[config.mk]
export PLATFORM = sky130hd
export DESIGN_NAME = instr_fetch_unit_flat
export DESIGN_NICKNAME = d
export VERILOG_FILES = /design/src/rtl/instr_fetch_unit_if.sv /design/src/rtl/instr_fetch_unit.sv /design/src/flat_wrapper.sv
export SDC_FILE = /design/constraint.sdc
export NUM_CORES = 1
export LEC_CHECK = 0
export CORE_MARGIN = 2
export CORE_UTILIZATION = 56
export CTS_CLUSTER_SIZE = 20
export DETAILED_ROUTE_END_ITERATION = 8
export PLACE_DENSITY = 0.9
export REMOVE_ABC_BUFFERS = 1
export SETUP_SLACK_MARGIN = 0.15
export SYNTH_ARGS = -nofsm -noshare
export SYNTH_HDL_FRONTEND = slang
export SYNTH_SLANG_ARGS = --single-unit
[constraint.sdc]
create_clock -name clk -period 4.6 [get_ports clk]
set_input_delay 0.46 -clock clk [delete_from_list [all_inputs] [get_ports clk]]
set_output_delay 0.46 -clock clk [all_outputs]
set_load 0.05 [all_outputs]
[src/rtl/instr_fetch_unit_if.sv]
// ---------------------------------------------------------------------------
// wishbone_interface
//   Minimal Wishbone classic bundle used by the instruction fetch unit.
//   Only the read path is modelled: the fetch unit never writes.
//
//   cyc       master -> slave   bus cycle in progress
//   stb       master -> slave   strobe, one-cycle pulse per request
//   adr[31:0] master -> slave   word address of the request
//   dat_miso  slave  -> master  read data, valid while ack is high
//   ack       slave  -> master  transfer acknowledge
// ---------------------------------------------------------------------------
interface wishbone_interface;
  logic        cyc;
  logic        stb;
  logic [31:0] adr;
  logic [31:0] dat_miso;
  logic        ack;

  modport master (output cyc, stb, adr, input  dat_miso, ack);
  modport slave  (input  cyc, stb, adr, output dat_miso, ack);
endinterface

[src/rtl/instr_fetch_unit.sv]
// ---------------------------------------------------------------------------
// instr_fetch_unit
//   Sequential instruction prefetcher. Issues one Wishbone read at a time,
//   stores {pc, word} pairs in a small FIFO and presents the head to the
//   decoder with a valid/ready handshake. A redirect pulse flushes the FIFO
//   and restarts fetching at a new word-aligned address; a bus read that is
//   already in flight is allowed to finish but its data is dropped.
//
// Parameters
//   RESET_PC    first fetch address after reset
//   FIFO_DEPTH  prefetch buffer entries (power of two, >= 2)
//
// Ports
//   clk          clock, all state on the rising edge
//   rst          asynchronous active-high reset
//   fetch_en     allows new bus requests to be issued
//   redirect     one-cycle flush + refetch pulse
//   redirect_pc  new fetch address, bits [1:0] ignored
//   port_m       Wishbone master (cyc, stb, adr out; dat_miso, ack in)
//   instr_valid  FIFO head holds a valid instruction
//   instr        head instruction word
//   instr_pc     address the head word was fetched from
//   instr_ready  downstream consumes head when instr_valid && instr_ready
// ---------------------------------------------------------------------------
module instr_fetch_unit #(
  parameter logic [31:0] RESET_PC   = 32'h0000_0000,
  parameter int unsigned FIFO_DEPTH = 4
) (
  input  logic                     clk,
  input  logic                     rst,
  input  logic                     fetch_en,
  input  logic                     redirect,
  input  logic [31:0]              redirect_pc,
  wishbone_interface.master        port_m,
  output logic                     instr_valid,
  output logic [31:0]              instr,
  output logic [31:0]              instr_pc,
  input  logic                     instr_ready
);

  localparam int unsigned PTR_W = $clog2(FIFO_DEPTH);
  localparam int unsigned CNT_W = PTR_W + 1;

  localparam logic [31:0] NOP_INSTR = 32'h0000_0013;

  typedef enum logic [1:0] {
    IDLE,
    REQ,
    WAIT
  } state_t;

  typedef struct packed {
    logic [31:0] pc;
    logic [31:0] word;
  } entry_t;

  // -------------------------------------------------------------------------
  // State
  // -------------------------------------------------------------------------
  state_t           state_q;
  state_t           state_d;
  logic [31:0]      fetch_pc_q;
  logic [31:0]      adr_q;
  logic             discard_q;

  entry_t           mem [FIFO_DEPTH];
  logic [PTR_W-1:0] rd_ptr_q;
  logic [PTR_W-1:0] wr_ptr_q;
  logic [CNT_W-1:0] count_q;
  entry_t           hold_q;

  // -------------------------------------------------------------------------
  // Control decodes
  // -------------------------------------------------------------------------
  logic        cyc;
  logic        stb;
  logic        has_space;
  logic        issue;
  logic        ack_done;
  logic        push;
  logic        pop;
  logic [31:0] redirect_target;
  entry_t      head;

  assign redirect_target = redirect_pc & 32'hFFFF_FFFC;

  // Only one request is ever outstanding and requests only leave IDLE, so a
  // free slot seen at issue time is still free when the ack returns (pops can
  // only add room). This is what keeps push from ever overflowing.
  assign has_space = (count_q < CNT_W'(FIFO_DEPTH));
  assign issue     = (state_q == IDLE) && fetch_en && has_space && !redirect;
  assign ack_done  = (state_q == WAIT) && port_m.ack;

  // A redirect on the ack cycle kills that word as well as any word whose
  // request was outstanding when an earlier redirect arrived.
  assign push      = ack_done && !discard_q && !redirect;

  // Flush beats consume: a pop in the redirect cycle is ignored.
  assign pop       = instr_valid && instr_ready && !redirect;

  // -------------------------------------------------------------------------
  // Bus FSM
  // -------------------------------------------------------------------------
  always_ff @(posedge clk or posedge rst) begin
    if (rst) begin
      state_q <= IDLE;
    end else begin
      // NOTE: every clocked register uses non-blocking assignment so all
      // flops sample pre-edge values regardless of block evaluation order.
      state_q <= state_d;
    end
  end

  always_comb begin
    // NOTE: defaults first so every path assigns every output; a missing
    // branch would otherwise infer a latch.
    state_d = state_q;
    cyc     = 1'b0;
    stb     = 1'b0;
    unique case (state_q)
      IDLE: begin
        if (issue) state_d = REQ;
      end
      REQ: begin
        cyc     = 1'b1;
        stb     = 1'b1;
        state_d = WAIT;
      end
      WAIT: begin
        cyc = 1'b1;
        if (port_m.ack) state_d = IDLE;
      end
      default: state_d = IDLE;
    endcase
  end

  // cyc/stb decode straight from the state register, so an asynchronous
  // reset drops them in the same cycle without waiting for a clock edge.
  assign port_m.cyc = cyc;
  assign port_m.stb = stb;
  assign port_m.adr = adr_q;

  // -------------------------------------------------------------------------
  // Fetch address, request address and discard flag
  // -------------------------------------------------------------------------
  always_ff @(posedge clk or posedge rst) begin
    if (rst) begin
      fetch_pc_q <= RESET_PC;
      adr_q      <= RESET_PC;
      discard_q  <= 1'b0;
    end else begin
      // The bus address is captured at issue and held through WAIT, so a
      // redirect mid-transaction moves fetch_pc without disturbing the bus.
      if (issue) begin
        adr_q <= fetch_pc_q;
      end

      if (redirect) begin
        fetch_pc_q <= redirect_target;
      end else if (push) begin
        fetch_pc_q <= fetch_pc_q + 32'd4;
      end

      // The ack closes the transaction the flag refers to. A redirect on
      // that same cycle needs no flag because the word is already dropped.
      if (ack_done) begin
        discard_q <= 1'b0;
      end else if (redirect && (state_q != IDLE)) begin
        discard_q <= 1'b1;
      end
    end
  end

  // -------------------------------------------------------------------------
  // Prefetch FIFO
  // -------------------------------------------------------------------------
  always_ff @(posedge clk) begin
    // NOTE: storage is not reset; an entry is only observable once count
    // covers it, and that requires a prior write.
    if (push) begin
      mem[wr_ptr_q] <= '{pc: fetch_pc_q, word: port_m.dat_miso};
    end
  end

  always_ff @(posedge clk or posedge rst) begin
    if (rst) begin
      rd_ptr_q <= '0;
      wr_ptr_q <= '0;
      count_q  <= '0;
      hold_q   <= '{pc: 32'h0000_0000, word: NOP_INSTR};
    end else begin
      if (redirect) begin
        rd_ptr_q <= '0;
        wr_ptr_q <= '0;
        count_q  <= '0;
      end else begin
        // Depth is a power of two, so pointers wrap naturally.
        if (push) wr_ptr_q <= wr_ptr_q + 1'b1;
        if (pop)  rd_ptr_q <= rd_ptr_q + 1'b1;
        if (push && !pop) begin
          count_q <= count_q + 1'b1;
        end else if (pop && !push) begin
          count_q <= count_q - 1'b1;
        end
      end

      // Remember whatever head is on display so the outputs stay stable
      // (and never show uninitialised storage) once the FIFO drains.
      if (instr_valid) begin
        hold_q <= head;
      end
    end
  end

  assign head        = mem[rd_ptr_q];
  assign instr_valid = (count_q != '0);
  assign instr       = instr_valid ? head.word : hold_q.word;
  assign instr_pc    = instr_valid ? head.pc   : hold_q.pc;

endmodule

[src/flat_wrapper.sv]
// flat-port wrapper written by rule: the top's interface ports become plain ports
module instr_fetch_unit_flat 
#(
  parameter logic [31:0] RESET_PC   = 32'h0000_0000,
  parameter int unsigned FIFO_DEPTH = 4
)
  (clk, rst, fetch_en, redirect, redirect_pc, instr_valid, instr, instr_pc, instr_ready, port_m_cyc, port_m_stb, port_m_adr, port_m_dat_miso, port_m_ack);
  wishbone_interface port_m_i ();
  input  logic clk;
  input  logic rst;
  input  logic fetch_en;
  input  logic redirect;
  input  logic [31:0] redirect_pc;
  output logic instr_valid;
  output logic [31:0] instr;
  output logic [31:0] instr_pc;
  input  logic instr_ready;
  output wire logic [$bits(port_m_i.cyc)-1:0] port_m_cyc;
  output wire logic [$bits(port_m_i.stb)-1:0] port_m_stb;
  output wire logic [$bits(port_m_i.adr)-1:0] port_m_adr;
  input wire logic [$bits(port_m_i.dat_miso)-1:0] port_m_dat_miso;
  input wire logic [$bits(port_m_i.ack)-1:0] port_m_ack;
  assign port_m_cyc = port_m_i.cyc;
  assign port_m_stb = port_m_i.stb;
  assign port_m_adr = port_m_i.adr;
  assign port_m_i.dat_miso = port_m_dat_miso;
  assign port_m_i.ack = port_m_ack;
  instr_fetch_unit #(.RESET_PC(RESET_PC), .FIFO_DEPTH(FIFO_DEPTH)) u_core (.clk(clk), .rst(rst), .fetch_en(fetch_en), .redirect(redirect), .redirect_pc(redirect_pc), .port_m(port_m_i), .instr_valid(instr_valid), .instr(instr), .instr_pc(instr_pc), .instr_ready(instr_ready));
endmodule
==> out/results.tsv, run 1 <==
stage	metric	value	unit
logic_synthesis	number of different library cells in the post-synthesis netlist	46	
global_routing	Most Used Layer, Global Route	met2	
status	status	finished, final reports clean	
placed_design	routability congestion estimate	0.7855	
setup_path	critical path launch point type	flip-flop	
logic_synthesis	Syn Std Cell Area	14760	um2
timing	Final setup violation count	0	
routing	post-detailed-route count of antenna-violating nets	0	
routing	via total after detailed routing	8460	
setup_path	worst setup path class	reg -> out	
timing	worst setup skew after layout	10.68	ps
cts	count of clock tree sinks	380	
cts	number of buffers added for setup after CTS	0	
cts	Resized Gates After CTS	0	
setup_path	Max Fanout on Critical Path	23	
timing	Final Critical Period	3604	ps
global_routing	antenna violations before repair	1	
setup_path	CP startpoint	u_core.rd_ptr_q[0]	
timing	hold violation total from the final report	0	
logic_synthesis	cell with the most instances after synthesis	edfxtp_1	
routing	Via density	5.779	
logic_synthesis	top flip-flop cell by instance count after synthesis	edfxtp_1	
logic_synthesis	number of enable flip-flop cells after synthesis	248	
routing	DRT Wirelength	30.90	mm
floorplan	Chip Width	166.3	um
cts	hold-fix buffers at CTS	0	
power_and_ir_drop	Final Total Pwr	12.23	mW
global_routing	vias in the first global route	8653	
global_routing	met2 usage in global routing	39.02	%
cts	worst skew pair latency	520	ps
logic_synthesis	cell type with the largest total area after synthesis	edfxtp_1	
cts	Max H-tree Level	2	
cts	Clock Tree Root	clkbuf_16	
global_routing	global-route wire length before repair	48.83	mm
floorplan	count of boundary I/O pins	169	
logic_synthesis	number of warning messages in the yosys log	0	
cts	CTS tree	built	
timing	relative slew slack	31.82	%
power_and_ir_drop	Max rail drop VDD	0.5451	mV
cts	number of buffers created by CTS	39	
hold_path	path type of the worst min-delay path	in -> async	
timing	fin. max-slew vios	0	
power_and_ir_drop	Leakage	6.601	nW
routing	First DRT Iteration DRCs	792	
setup_path	source of the worst register-to-register timing path	u_core.state_q[0]	
logic_synthesis	async set or reset register ratio after synthesis	34.74	%
cts	CTS Buffer Depth	3	
global_routing	GRT met3 Usage	3.861	%
logic_synthesis	FF+latch count, synth	380	
floorplan	number of placement rows	59	
timing	measured slew at the worst slew-check pin	1023	ps
timing	Fmax achieved	277.5	MHz
floorplan	starting density of the core	56.79	%
setup_path	worst endpoint data arrival time	3140	ps
global_routing	grt total ovfl	0	
floorplan	placeable core region	25980	um2
routing	per-cell routed wire length	21.10	um
placed_design	DPL Wire Length	18.16	mm
global_routing	GRT met1 Usage	31.19	%
flow_run	Max-cap violations	0	
timing	Sum Neg Setup Slack	0	ps
routing	DRC violation count after routing	0	
floorplan	Die Height	166.3	um
setup_path	critical path required time	4140	ps
logic_synthesis	most instantiated cells after synthesis	248 x edfxtp_1, 216 x nand2_1, 129 x dfrtp_1, 62 x mux4_2, 34 x clkbuf_1	
floorplan	DIE AREA	27670	um2
timing	final worst path period share	78.35	%
finish	area delta synth->final	21.63	%
logic_synthesis	top cells by area in the synthesized netlist	edfxtp_1 50%, dfrtp_1 22%, mux4_2 9.5%	
power_and_ir_drop	power density over the cells	681.5	nW/um2
logic_synthesis	register area share after synthesis	72.88	%
placed_design	count of port buffers added during placement	162	
timing	setup repair after global routing missed its margin	no	
logic_synthesis	number of standard cells after synthesis	924	
setup_path	kind of end point of the critical path	primary output	
cts	Clock Pin Slew Worst Setup and Hold Paths	60	ps
global_routing	overall track demand over capacity in global routing	22.79	%
logic_synthesis	mean instance size in the synthesized netlist	15.97	um2
finish	layout cells sized above 1	16.40	%
logic_synthesis	Yosys top cell area share	50.47	%
global_routing	maximum number of pins on one net before global-route repair	66	
finish	number of nets in the layout	1179	
routing	1st-pass router iterations	5	
-- worst max-delay path, stage by stage (launching register included) --
cell and delay, ps:
dfrtp_4 730, buf_4 420, mux4_2 580, nand2_1 90, nand2_1 70, clkdlybuf4s50_1 710
-- layer usage --
layer | wire (um) | part of all wire (%)
met1 | 12590 | 41
met2 | 15940 | 52
met3 | 1889 | 6.1
met4 | 472 | 1.5
met5 | 0 | 0
-- worst paths after layout --
kind | to | slack (ps) | cells after the start
min reg2reg | u_core.hold_q[45] | 460 | 2
min in group clk | u_core.hold_q[45] | 460 | 2
max in group asynchronous | u_core.hold_q[0] | 3210 | 3
min | u_core.hold_q[15] | 400 | 2
max | instr[13] | 1000 | 5
max reg2reg | u_core.mem[1][13] | 1900 | 5
-- cell type report --
cell class                 count  area (um2)
clock buffer                  60        1135
timing repair buffer         177        1747
fill                        1665        8036
sequential                   380       10760
tap                          335       419.2
clock inverter                10       53.80
inverter                      18       72.57
multi-input combinational    483        3757
antenna                        1       2.502
-- cells by family after synthesis --
family	synth area share [%]
flip-flops	72.88
other	0.02541
XOR/XNOR	0.8902
buffers and inverters	1.882
adder cells (fa/ha/maj)	0.8988
AO/OA/AOI/OAI	2.145
AND/OR/NAND/NOR	9.242
multiplexers	12.04
-- flip-flops by register name, summed over array words and instances (netlist names) --
signal	count
u_core.port_m.adr	30
u_core.hold_q	62
u_core.discard_q	1
u_core.fetch_pc_q	30
u_core.mem	248
u_core.state_q	2
u_core.count_q	3
u_core.rd_ptr_q	2
u_core.wr_ptr_q	2
-- where the power goes --
group          internal [mW]  total (mW)  switching, mW  leakage (nW)
Combinational           1.57        4.88           3.31          2.19
Sequential              4.14        4.44          0.295          3.83
Clock                   1.70        2.91           1.22         0.576
-- placed cells by master (no fill, tap or decap), types with 4 or more instances in the layout --
master           count
nand3_1             16
xnor2_1             10
nand4_1              7
buf_4               14
or3_1                4
clkinv_1             4
o31ai_1              9
mux2_2              32
a21oi_1              5
clkbuf_16           39
xor2_1               5
clkbuf_8             8
nor2_1              24
o211ai_1             5
dfrtp_1            127
ha_1                 9
o21ai_0             13
mux4_2              62
clkbuf_1            13
clkdlybuf4s50_1    162
a31oi_1             11
nand2_1            216
or4_1               14
inv_1               15
and2_4               4
conb_1               4
edfxtp_1           248
-- metrics by stage --
step           area (um2)  setup WS [ps]  instances  utilization, %  hold WS, ps
6_report            17950          995.9       1464           69.07        401.9
5_1_grt             17950          836.8       1464           69.07        451.2
4_1_cts             17950          918.5       1463           69.06        448.7
3_5_place_dp        16760           1508       1393           64.49        451.4
3_3_place_gp        16760           1544       1393           64.49        445.0
2_1_floorplan       14560          -2418        881               -        495.2
Note: power is estimated with default switching activity, not from simulation.
==> run 2, diff against run 1 <==
==> constraint.sdc (replaced) <==
create_clock -name clk -period 3.7 [get_ports clk]
set_input_delay 0.37 -clock clk [delete_from_list [all_inputs] [get_ports clk]]
set_output_delay 0.37 -clock clk [all_outputs]
set_load 0.05 [all_outputs]
==> run 2 against run 1 <==
Net effect: combinational power is 27% higher; sequential power rose by 24%; core utilization rose by 0.59 points; sequential cell count is the same; die area unchanged; critical path depth is 2 higher; non-clock buffer count is 16 higher; global-route usage increased by 0.63 points; highest routed layer unchanged.
==> out/results.tsv, run 2 (same netlist as run 1, synthesis figures left out) <==
stage	metric	value	unit
setup_path	worst reg2reg endpoint	u_core.fetch_pc_q[24]	
floorplan	placeable core region	25980	um2
routing	via total after detailed routing	8535	
setup_path	CP startpoint	u_core.count_q[2]	
placed_design	post-place setup slack	742.0	ps
hold_path	path type of the worst min-delay path	in -> async	
timing	worst setup skew after layout	22.26	ps
global_routing	global-route wire length before repair	49.78	mm
setup_path	source of the worst register-to-register timing path	u_core.state_q[0]	
routing	per-cell routed wire length	21.61	um
routing	post-detailed-route count of antenna-violating nets	0	
global_routing	vias in the first global route	8757	
finish	post-route insts no fill	1478	
finish	layout cells sized above 1	17.85	%
placed_design	number of cells after detailed placement	1408	
setup_path	worst setup path class	reg -> out	
setup_path	critical path launch point type	flip-flop	
setup_path	critical path required time	3330	ps
floorplan	Chip Width	166.3	um
finish	Largest register FFs	248	
floorplan	count of boundary I/O pins	169	
cts	number of buffers created by CTS	38	
timing	hold violation total from the final report	0	
finish	count of antenna diodes in the layout	0	
placed_design	count of port buffers added during placement	162	
power_and_ir_drop	Leakage	6.727	nW
power_and_ir_drop	power density over the cells	845.6	nW/um2
setup_path	Max Fanout on Critical Path	27	
global_routing	antenna violations before repair	0	
finish	most used cells in the layout excluding fill and tap cells	248 x edfxtp_1, 216 x nand2_1, 160 x clkdlybuf4s50_1, 127 x dfrtp_1, 62 x mux4_2	
cts	count of clock tree sinks	380	
cts	Clock Tree Root	clkbuf_16	
cts	Clock Pin Slew Worst Setup and Hold Paths	60	ps
cts	hold-fix buffers at CTS	0	
setup_path	critical path's slowest cell	clkdlybuf4s50_1	
timing	setup repair after global routing missed its margin	no	
timing	fin. max-slew vios	0	
setup_path	kind of end point of the critical path	primary output	
setup_path	capturing element of the worst setup path	instr_pc[31]	
timing	Setup WS post-layout	300.8	ps
setup_path	worst path cell trace	nor3_2 -> buf_4 -> inv_2 -> buf_4 -> nand2_1 -> nand2_1 -> clkdlybuf4s50_1	
routing	Via density	5.775	
placed_design	routability congestion estimate	0.8088	
timing	measured slew at the worst slew-check pin	673.7	ps
placed_design	DP Area	16900	um2
setup_path	worst endpoint data arrival time	3030	ps
floorplan	starting density of the core	56.79	%
global_routing	maximum number of pins on one net before global-route repair	63	
finish	leading cell type in the layout, fill and taps excluded	edfxtp_1	
timing	final worst path period share	91.87	%
setup_path	worst path bufs/invs	4	
placed_design	DPL Wire Length	20.17	mm
finish	number of nets in the layout	1194	
global_routing	overall track demand over capacity in global routing	23.41	%
power_and_ir_drop	Max rail drop VDD	0.6726	mV
routing	First DRT Iteration DRCs	782	
floorplan	Die Height	166.3	um
timing	Fmax achieved	294.2	MHz
cts	CTS tree	built	
floorplan	number of placement rows	59	
floorplan	DIE AREA	27670	um2
setup_path	Worst path max stage delay	840	ps
timing	Final Critical Period	3399	ps
finish	area delta synth->final	22.66	%
cts	Max H-tree Level	2	
finish	Biggest register	u_core.mem	
routing	1st-pass router iterations	5	
global_routing	grt total ovfl	0	
setup_path	worst r2r path cells	6	
flow_run	Max-cap violations	0	
cts	CTS Buffer Depth	3	
timing	Final setup violation count	0	
finish	post-layout instance area	18100	um2
setup_path	number of stages on the worst setup path	7	
power_and_ir_drop	Final Total Pwr	15.31	mW
routing	DRC violation count after routing	0	
routing	DRT Wirelength	31.94	mm
timing	relative slew slack	55.09	%
cts	worst skew pair latency	520	ps
setup_path	slack of the worst reg-to-reg path	1050	ps
finish	biggest registers after layout	u_core.mem (248), u_core.hold_q (62)	
setup_path	cell type group with the largest total delay on the critical path	buffers and inverters	
status	status	finished, final reports clean	
run 2: cell type report:
type | count | area (um2)
Timing Repair Buffer | 193 | 1921
Clock buffer | 51 | 1041
Multi-Input combinational cell | 483 | 3757
Tap cell | 335 | 419.2
Fill cell | 1661 | 7884
Clock inverter | 18 | 128.9
Inverter | 18 | 72.57
Sequential cell | 380 | 10760
run 2: repair_timing:
item | in CTS | in global routing
setup buffers | 0 | 1
endpoints found under the hold margin | 0 | 0
setup endpoints to repair | 0 | 31
gates resized for setup | 0 | 3
run 2: per-layer routing:
metal	part of all wire, %	up-vias	GRT usage, %
met5	0	-	0
met3	5.8	49	3.241
met4	1.9	0	6.184
met2	52	373	40.54
met1	40	4309	31.79
li1	-	3804	-
run 2: worst min path at each step:
stage / end / cells after the start / from / slack [ps]
6_report: u_core.hold_q[27] / 2 / rst / 270
5_1_grt: u_core.hold_q[15] / 2 / rst / 310
4_1_cts: u_core.hold_q[27] / 2 / rst / 280
3_5_place_dp: u_core.hold_q[49] / 2 / u_core.hold_q[49] / 450
3_3_place_gp: u_core.hold_q[59] / 2 / u_core.hold_q[59] / 450
2_1_floorplan: u_core.count_q[2] / 1 / redirect / 430
run 2: through the flow:
stage	hold WS, ps	utilization [%]	setup TNS [ps]
after floorplan	433.5	-	-453330
after global placement	446.7	65.02	0
after detailed placement	451.5	65.02	0
after CTS	280.9	69.52	0
after global routing	306.9	69.66	0
final	274.4	69.66	0
run 2: power breakdown:
| group | switching, mW | internal [mW] | total [mW] |
|---|---|---|---|
| logic | 4.17 | 2.01 | 6.18 |
| clock network | 1.56 | 2.06 | 3.62 |
| registers | 0.352 | 5.15 | 5.50 |
| total | 6.08 | 9.22 | 15.3 |
